## config.mk

```make
export PLATFORM = sky130hd
export DESIGN_NAME = pg_prefix_adder_pipe
export DESIGN_NICKNAME = d
export VERILOG_FILES = /design/src/rtl/pg_adder_pkg.sv /design/src/rtl/pg_dot.sv /design/src/rtl/pg_prefix_adder_pipe.sv
export SDC_FILE = /design/constraint.sdc
export NUM_CORES = 1
export LEC_CHECK = 0
export BUFFER_PORTS_ARGS = -buffer_cell sky130_fd_sc_hd__buf_2
export CAP_MARGIN = 15
export CORE_ASPECT_RATIO = 2
export CORE_MARGIN = 2
export CORE_UTILIZATION = 59
export DETAILED_ROUTE_END_ITERATION = 10
export PLACE_DENSITY_LB_ADDON = 0.3
export SLEW_MARGIN = 20
export SYNTH_ARGS = -nofsm -noshare
export SYNTH_HDL_FRONTEND = slang
export SYNTH_HIERARCHICAL = 1
export SYNTH_SLANG_ARGS = --single-unit
```

## constraint.sdc

```tcl
create_clock -name clk -period 2.8 [get_ports clk]
set_input_delay 0.42 -clock clk [delete_from_list [all_inputs] [get_ports clk]]
set_output_delay 0.42 -clock clk [all_outputs]
set_load 0.01 [all_outputs]
```

## src/rtl/pg_adder_pkg.sv

```systemverilog
// pg_adder_pkg: shared width default, level count helper and stage record for the prefix adder
package pg_adder_pkg;
  localparam int PG_WIDTH = 32;
  function automatic int levels_of(input int width);
    return $clog2(width);
  endfunction
  typedef struct packed {
    logic [PG_WIDTH-1:0] p;
    logic [PG_WIDTH-1:0] g;
    logic [PG_WIDTH-1:0] praw;
    logic                cin;
    logic                valid;
  } pg_stage_t;
endpackage

```

## src/rtl/pg_dot.sv

```systemverilog
// pg_dot: one Kogge-Stone prefix cell combining a high and a low (G,P) pair
module pg_dot (
  input  logic gh,
  input  logic ph,
  input  logic gl,
  input  logic pl,
  output logic g,
  output logic p
);
  assign g = gh | (ph & gl);
  assign p = ph & pl;
endmodule

```

## src/rtl/pg_prefix_adder_pipe.sv

```systemverilog
// pg_prefix_adder_pipe: pipelined Kogge-Stone adder with valid/ready; PG_ADDER_SUB_EN adds a subtract input
module pg_prefix_adder_pipe
  import pg_adder_pkg::*;
#(
  parameter int WIDTH = PG_WIDTH
) (
  input  logic             clk,
  input  logic             rst_n,
  input  logic             in_valid,
  output logic             in_ready,
  input  logic [WIDTH-1:0] a,
  input  logic [WIDTH-1:0] b,
  input  logic             cin,
`ifdef PG_ADDER_SUB_EN
  input  logic             sub,
`endif
  output logic             out_valid,
  input  logic             out_ready,
  output logic [WIDTH-1:0] sum,
  output logic             cout,
  output logic             ovf
);
  localparam int LEVELS = levels_of(WIDTH);
  typedef struct packed {
    logic [WIDTH-1:0] p;
    logic [WIDTH-1:0] g;
    logic [WIDTH-1:0] praw;
    logic             cin;
    logic             valid;
  } stage_t;
  stage_t st [0:LEVELS];
  stage_t nx [0:LEVELS];
  logic en;
  logic c_eff;
  logic [WIDTH-1:0] b_eff, p0, g0, carry;
  // a stalled output freezes every stage at once
  assign en = ~(out_valid & ~out_ready);
  assign in_ready = en;
`ifdef PG_ADDER_SUB_EN
  assign b_eff = b ^ {WIDTH{sub}};
  assign c_eff = cin ^ sub;
`else
  assign b_eff = b;
  assign c_eff = cin;
`endif
  // carry-in is folded into bit 0 so the prefix tree yields carries directly
  assign p0 = a ^ b_eff;
  assign g0 = (a & b_eff) | {{(WIDTH-1){1'b0}}, p0[0] & c_eff};
  assign nx[0] = '{p: p0, g: g0, praw: p0, cin: c_eff, valid: in_valid};
  for (genvar k = 1; k <= LEVELS; k++) begin : g_lvl
    localparam int D = 1 << (k - 1);
    logic [WIDTH-1:0] gk, pk;
    for (genvar i = 0; i < WIDTH; i++) begin : g_bit
      if (i >= D) begin : g_dot
        pg_dot u_dot (
          .gh(st[k-1].g[i]),
          .ph(st[k-1].p[i]),
          .gl(st[k-1].g[i-D]),
          .pl(st[k-1].p[i-D]),
          .g (gk[i]),
          .p (pk[i])
        );
      end else begin : g_pass
        assign gk[i] = st[k-1].g[i];
        assign pk[i] = st[k-1].p[i];
      end
    end
    assign nx[k] = '{p: pk, g: gk, praw: st[k-1].praw, cin: st[k-1].cin, valid: st[k-1].valid};
  end
  assign carry = {st[LEVELS].g[WIDTH-2:0], st[LEVELS].cin};
  // stage registers plus registered sum/cout/ovf, all advancing together
  always_ff @(posedge clk or negedge rst_n) begin
    if (!rst_n) begin
      for (int j = 0; j <= LEVELS; j++) st[j] <= '0;
      out_valid <= 1'b0;
      sum       <= '0;
      cout      <= 1'b0;
      ovf       <= 1'b0;
    end else if (en) begin
      for (int j = 0; j <= LEVELS; j++) st[j] <= nx[j];
      out_valid <= st[LEVELS].valid;
      sum       <= st[LEVELS].praw ^ carry;
      cout      <= st[LEVELS].g[WIDTH-1];
      ovf       <= carry[WIDTH-1] ^ st[LEVELS].g[WIDTH-1];
    end
  end
endmodule

```

Yosys cells after proc, flatten, opt, wreduce, memory -nomap -nowiden
Cells that the tools add are included.

cells by class
  bitwise logic cells = 380

operator list
  kind            number
  $and 1x1->1     244
  $or 1x1->1      129
  $xor 32x32->32  2
  $and 32x32->32  1
  $or 32x1->32    1
  $not 1->1       2
  $xor 1x1->1     1

word-level totals
  logic and storage cells = 412
  bits in registers = 559

Logic depth before layout (Yosys ltp)
Gate-level depths: netlist (run 1).

  depth after elaboration = 3
  depth in mapped cells = 6
  mapped depth without buffers = 3

Modules after synthesis
The synthesis (run 1) kept the hierarchy.

modules (own cells, without submodules)
  module                area each (µm²)  cells each  times used
  pg_prefix_adder_pipe  21336.7          1240        1
  pg_dot                15.0             2           129

Worst setup path after synthesis (run 1)
OpenSTA, ideal clock, no wires.

  kind = reg2reg
  from = reg out_valid
  to = reg sum[10]
  required time = 2.675 ns
  period minus slack after synthesis = 1.486 ns
  stages on the path, launching flop included = 7
  buffers on the path = 3
  setup slack = 1.314 ns
  arrival = 1.361 ns
  cell sequence = dfrtp_1 > nor2b_2 > buf_6 > inv_4 > buf_6 > buf_6 > mux2_4

on the way
  word-level cells in the longest chain between the ends = 1

RTL lines
  element                   line                        source
  start: declaration        pg_prefix_adder_pipe.sv:17  output logic out_valid,
  start signal: assignment  pg_prefix_adder_pipe.sv:81  out_valid <= st[LEVELS].valid;
  $and 1x1->1               pg_prefix_adder_pipe.sv:37  assign en = ~(out_valid & ~out_ready);
  end signal: assignment    pg_prefix_adder_pipe.sv:82  sum <= st[LEVELS].praw ^ carry;
  end: declaration          pg_prefix_adder_pipe.sv:19  output logic [WIDTH-1:0] sum,

Every way passes these cells.
A chain may end at the register's enable or synchronous reset.

Worst setup path in the final report (run 1)
  from = reg out_valid
  to = out in_ready

on the way
  word-level cells in the longest chain between the ends = 2

RTL lines
  element           line                        source
  $and 1x1->1       pg_prefix_adder_pipe.sv:37
  $not 1->1         pg_prefix_adder_pipe.sv:37
  end: declaration  pg_prefix_adder_pipe.sv:10  output logic in_ready,

Every way passes these cells.

==> metrics.txt, run 1 <==
layout overhead on the synthesized area 11.16%; Max-Cap Viols 0; io pins 105; die width about 140 µm; number of buffers and inverters on the critical path 2; 1st-iter DRT viols roughly 520; clock-pin slew on the worst setup and hold paths 0.07 ns; worst clock skew about 0.025 ns; port bufs around 100; clk sinks approximately 530; WHS Path Cells 2; initial antenna violation count 0; worst r2r path cells 4; fraction of layout cells with a size suffix above 1 52.43%; metal3 WL around 960 µm; Die Y 277.7 µm; via count roughly 11000; CTS Buf Count 45; Max Clk Rate around 0.47 GHz; largest net degree at the start of global routing 84; critical path endpoint category primary output; VDD IR max between 0.5 and 0.6 mV; Arr. time, crit path approximately 1.7 ns; Slew headroom 62.58%; DRC 0; Longest Clk Path Bufs 3; Post-CTS Setup Bufs 0; CTS tree built; global route overflow 0; post-synth net total 1516; Power, Total around 27 mW; post-route ant nets 0; core box area about 0.037 mm²; setup slack, reg-to-reg 0.87 ns; via/cell ratio between 5 and 6; Sum Neg Setup Slack 0 ns; DP HPWL roughly 28 mm; r2r startpoint out_valid; # fillers roughly 2600; clk root buf clkbuf_16; RSZ-0062 raised after global routing false; leakage ~12 nW; DR pass1 iterations 4; outcome complete, no violations; syn avg cell area approximately 16 µm²; Hold Vio Cnt, Final 0; Critical Path Stages 3; Yosys Warn Count 6; Slew Viols, Final 0; Worst Hold End nx[392]; wire length per cell between 15 and 20 µm; num rows 100; area of the multi-input gates between 0.008 and 0.009 mm²; Routed WL 39.64 mm; hold path start in_valid; Worst path max stage delay about 0.42 ns; WHS 0.08279 ns; diodes inserted 0; vias in the first global route approximately 12000; Tcrit/Tclk final between 70% and 80%; most frequent cells in the layout 529 x dfrtp_1, 519 x mux2_2, 129 x a21o_1, 103 x buf_2, 98 x and2_2; CP Class reg2out; GR Util All Layers a little over a fifth; H-tree levels 2; Layout Nets approximately 1600; Tmin final 2.144 ns; die area just under 0.04 mm²; Resize count post-CTS 0; # setup viols final 0; Cells after Synth approximately 1400; register area 0.01324 mm²; leading cell type in the layout, fill and taps excluded dfrtp_1; r2r endpoint nx[101]; slowest CP cell dfrtp_1; CP max FO 27; Worst-Margin Slew around 0.56 ns; first-pass GRT wire length about 66 mm; hold crit path type in2reg; CP delay by family, top buffers and inverters; routed wire length on met2 between 20 and 25 mm; CP Launch Type flip-flop; Req. time, crit path around 2.4 ns; cell breakdown of the critical path nor2b_4 -> inv_4 -> buf_2; worst-skew pair later-pin latency between 0.5 and 0.6 ns; gpl congestion ~0.82; Starting Density about three fifths; synthesized area between 0.02 and 0.025 mm²; Pwr per Cell Area 1112 mW/mm²; Top Layer Used met4; M1 WL 16.70 mm
stage by stage:
step | area [µm²] | setup WS (ns) | instances | utilization [%]
CTS | 24560 | 0.6227 | 2021 | 66.32
floorplan | 22100 | 1.314 | 1415 | -
detailed placement | 23090 | 0.8215 | 1940 | 62.35
global placement | 23090 | 0.8465 | 1940 | 62.35
finish | 24560 | 0.6561 | 2021 | 66.32
global route | 24560 | 0.5888 | 2021 | 66.32
worst max-delay path by stage:
stage	from	end	slack (ns)
3_3_place_gp	out_ready	nx[6]	0.85
6_report	out_valid	in_ready	0.66
5_1_grt	out_valid	in_ready	0.59
2_1_floorplan	out_valid	sum[10]	1.31
4_1_cts	out_valid	in_ready	0.62
3_5_place_dp	out_ready	nx[204]	0.82
metal layers:
layer / global-route usage (%) / vias to the layer above
met3: 2.123 / 66
li1: - / 5238
met2: 37.00 / 147
met5: 0 / -
met4: 7.154 / 0
met1: 27.89 / 5841
report_power, final:
group	switching, mW	total (mW)	internal [mW]
registers	2.65	13.6	11.0
clock network	2.69	6.26	3.57
logic	2.67	7.43	4.76
registers in the layout (all words and copies together), names as in the netlist:
name       cells
sum           32
g_lvl.pk       4
st           261
out_valid      1
cout           1
ovf            1
g_lvl.gk      31
carry         32
nx           166
cell type report:
class / instances / area share [%]
repair buffers: 128 / 3.617
flip-flops and latches: 529 / 53.89
multi-input cells: 824 / 34.18
inverters: 1 / 0.02547
clock buffers: 65 / 5.094
well taps: 459 / 2.338
clock inverters: 15 / 0.8557
what timing repair did:
item / in CTS / in global routing
hold buffers: 1 / 0
endpoints found under the hold margin: 52 / 0
endpoints found under the setup margin: 0 / 0
No activity file was read; power rests on OpenSTA's default activity.
==> inputs of run 2 (changes only) <==
Settings changed: ABC_AREA set to 1.
Clock period 2.8 ns to 2.11 ns, I/O delays scaled along.
==> run 2 against run 1 <==
  * Wire length is 25% higher
  * Clock power is 37% higher
  * Hold slack worse by 0.017 ns
  * Design area is 4.3% higher
  * Critical path depth is 1 lower
  * Register-to-register slack worse by 0.31 ns
  * Sequential power is 26% higher
  * Largest power group unchanged
  * Total power is 28% higher
  * Count of clock-buffer cells in the layout is 7 higher
  * Critical path type unchanged
  * Non-clock buffer count is 32 higher
  * Combinational power is 23% higher
  * Utilization is 0.38 points higher
==> metrics.txt, run 2 <==
outcome complete, no violations; Worst path max stage delay about 0.46 ns; io pins approximately 110; DP HPWL ~35 mm; synthesized area 0.02284 mm²; Post-CTS Setup Bufs 0; via count 17397; Pwr per Cell Area 1359 mW/mm²; Req. time, crit path 1.79 ns; DRC 0; Cells after Synth a little under 3000; worst-skew pair later-pin latency 0.56 ns; slowest CP cell dfrtp_1; num rows between 100 and 150; clk sinks between 500 and 600; Slew Viols, Final 0; Layout Nets 3117; leading cell type in the layout, fill and taps excluded nand2_1; leakage around 15 nW; largest net degree at the start of global routing 107; die area ~0.040 mm²; Tcrit/Tclk final 84.28%; final instance area 0.02562 mm²; DR pass1 iterations 5; Hold Vio Cnt, Final 0; via/cell ratio slightly below 5; register area approximately 0.013 mm²; Yosys Warn Count 6; H-tree levels 2; post-synth net total between 3000 and 4000; cell breakdown of the critical path nand2_8 -> buf_2; Worst Setup EP in_ready; Arr. time, crit path approximately 1.5 ns; CP Class reg2out; hold crit path type in2reg; critical path endpoint category primary output; Tmin final 1.778 ns; worst r2r path cells 6; syn avg cell area slightly below 8 µm²; r2r startpoint out_valid; # fillers approximately 3200; final std cells w/o fill 3571; layout overhead on the synthesized area 12.21%; clock-pin slew on the worst setup and hold paths approximately 0.06 ns; RSZ-0062 raised after global routing false; port bufs 104; vias in the first global route between 15000 and 20000; setup slack, reg-to-reg about 0.56 ns; # setup viols final 0; Die Y between 200 and 300 µm; diodes inserted 0; die width 143.1 µm; post-route ant nets 0; r2r endpoint nx[415]; CP Launch Type flip-flop; CTS tree built; global route overflow 0; Max Clk Rate 0.5623 GHz; Max-Cap Viols 0; worst clock skew 0.01183 ns; Sum Neg Setup Slack 0 ns; Post-DP Area approximately 0.024 mm²; Routed WL roughly 49 mm; VDD IR max slightly below 0.9 mV; Worst-Margin Slew roughly 0.55 ns; dpl cells approximately 3500; GR Util All Layers between 20% and 30%; core box area ~0.038 mm²; Longest Clk Path Bufs 3; clk root buf clkbuf_16; Starting Density about three fifths; CP max FO 30; Largest register FFs around 260; largest reg by FF count st; CTS Buf Count 46; first-pass GRT wire length 82.79 mm; Slew headroom 63.56%; gpl congestion approximately 0.83; Critical path origin out_valid; wire length per cell between 10 and 15 µm; initial antenna violation count 0; 1st-iter DRT viols around 1100; fraction of layout cells with a size suffix above 1 under 10%; most frequent cells in the layout 1856 x nand2_1, 529 x dfrtp_1, 295 x inv_1, 103 x buf_2, 67 x o21ai_0; area of the multi-input gates 0.007864 mm²
-- run 2: cell count changes in the layout (fill, tap and decap cells not counted), sizes merged, moves of 30 or more --
| cell | before | now |
|---|---|---|
| a21o | 129 | 0 |
| and2 | 98 | 0 |
| buf | 127 | 157 |
| inv | 3 | 297 |
| mux2 | 527 | 0 |
| nand2 | 0 | 1857 |
| o21ai | 1 | 67 |
| xor2 | 33 | 0 |
-- run 2: through the flow --
stage	power (mW)	utilization [%]	setup slack, ns	hold slack (ns)
final	34.82	66.70	0.3317	0.06628
after global routing	37.40	66.70	0.2807	0.07040
after CTS	35.15	66.70	0.3034	0.04343
after detailed placement	26.41	62.59	0.5988	0.3120
after global placement	25.97	62.59	0.6276	0.3143
after floorplan	22.74	-	0.8704	0.02091
-- run 2: repair_timing --
| action | in CTS | in global routing |
|---|---|---|
| gates resized for setup | 0 | 0 |
| hold buffers | 3 | 0 |
| endpoints found under the hold margin | 46 | 0 |
-- run 2: layer usage --
| layer | share of wire, % | global-route usage, % |
|---|---|---|
| met1 | 40 | 30.53 |
| met2 | 55 | 48.07 |
| met3 | 2.6 | 2.455 |
| met4 | 3.1 | 8.454 |
| met5 | 0 | 0 |
-- run 2: worst min path at each step --
stage / startpoint / end / slack (ns) / cells past startpoint
CTS: b[5] / nx[399] / 0.04 / 4
floorplan: rst_n / carry[0] / 0.02 / 0
global route: b[10] / nx[404] / 0.07 / 4
global placement: rst_n / sum[22] / 0.31 / 1
finish: b[20] / nx[414] / 0.07 / 4
detailed placement: rst_n / sum[22] / 0.31 / 1
-- run 2: critical path: cells and delay by family, from the launching register on --
family / cells / cell delay, ns
DFF: 1 / 0.46
and+or+nand+nor: 1 / 0.23
buffers and inverters: 1 / 0.20
-- run 2: area by class of cell --
class,instances,share of cell area [%]
sequential,529,51.66
clock inverter,11,0.4248
multi-input combinational,1983,30.69
tap,520,2.539
timing repair buffer,160,4.717
inverter,296,4.336
clock buffer,72,5.630
-- run 2: where the power goes --
part / internal [mW] / switching (mW) / leakage [nW]
sequential: 13.9 / 3.11 / 6.74
clock: 4.94 / 3.66 / 0.773
combinational: 3.38 / 5.79 / 7.73
total: 22.3 / 12.6 / 15.2
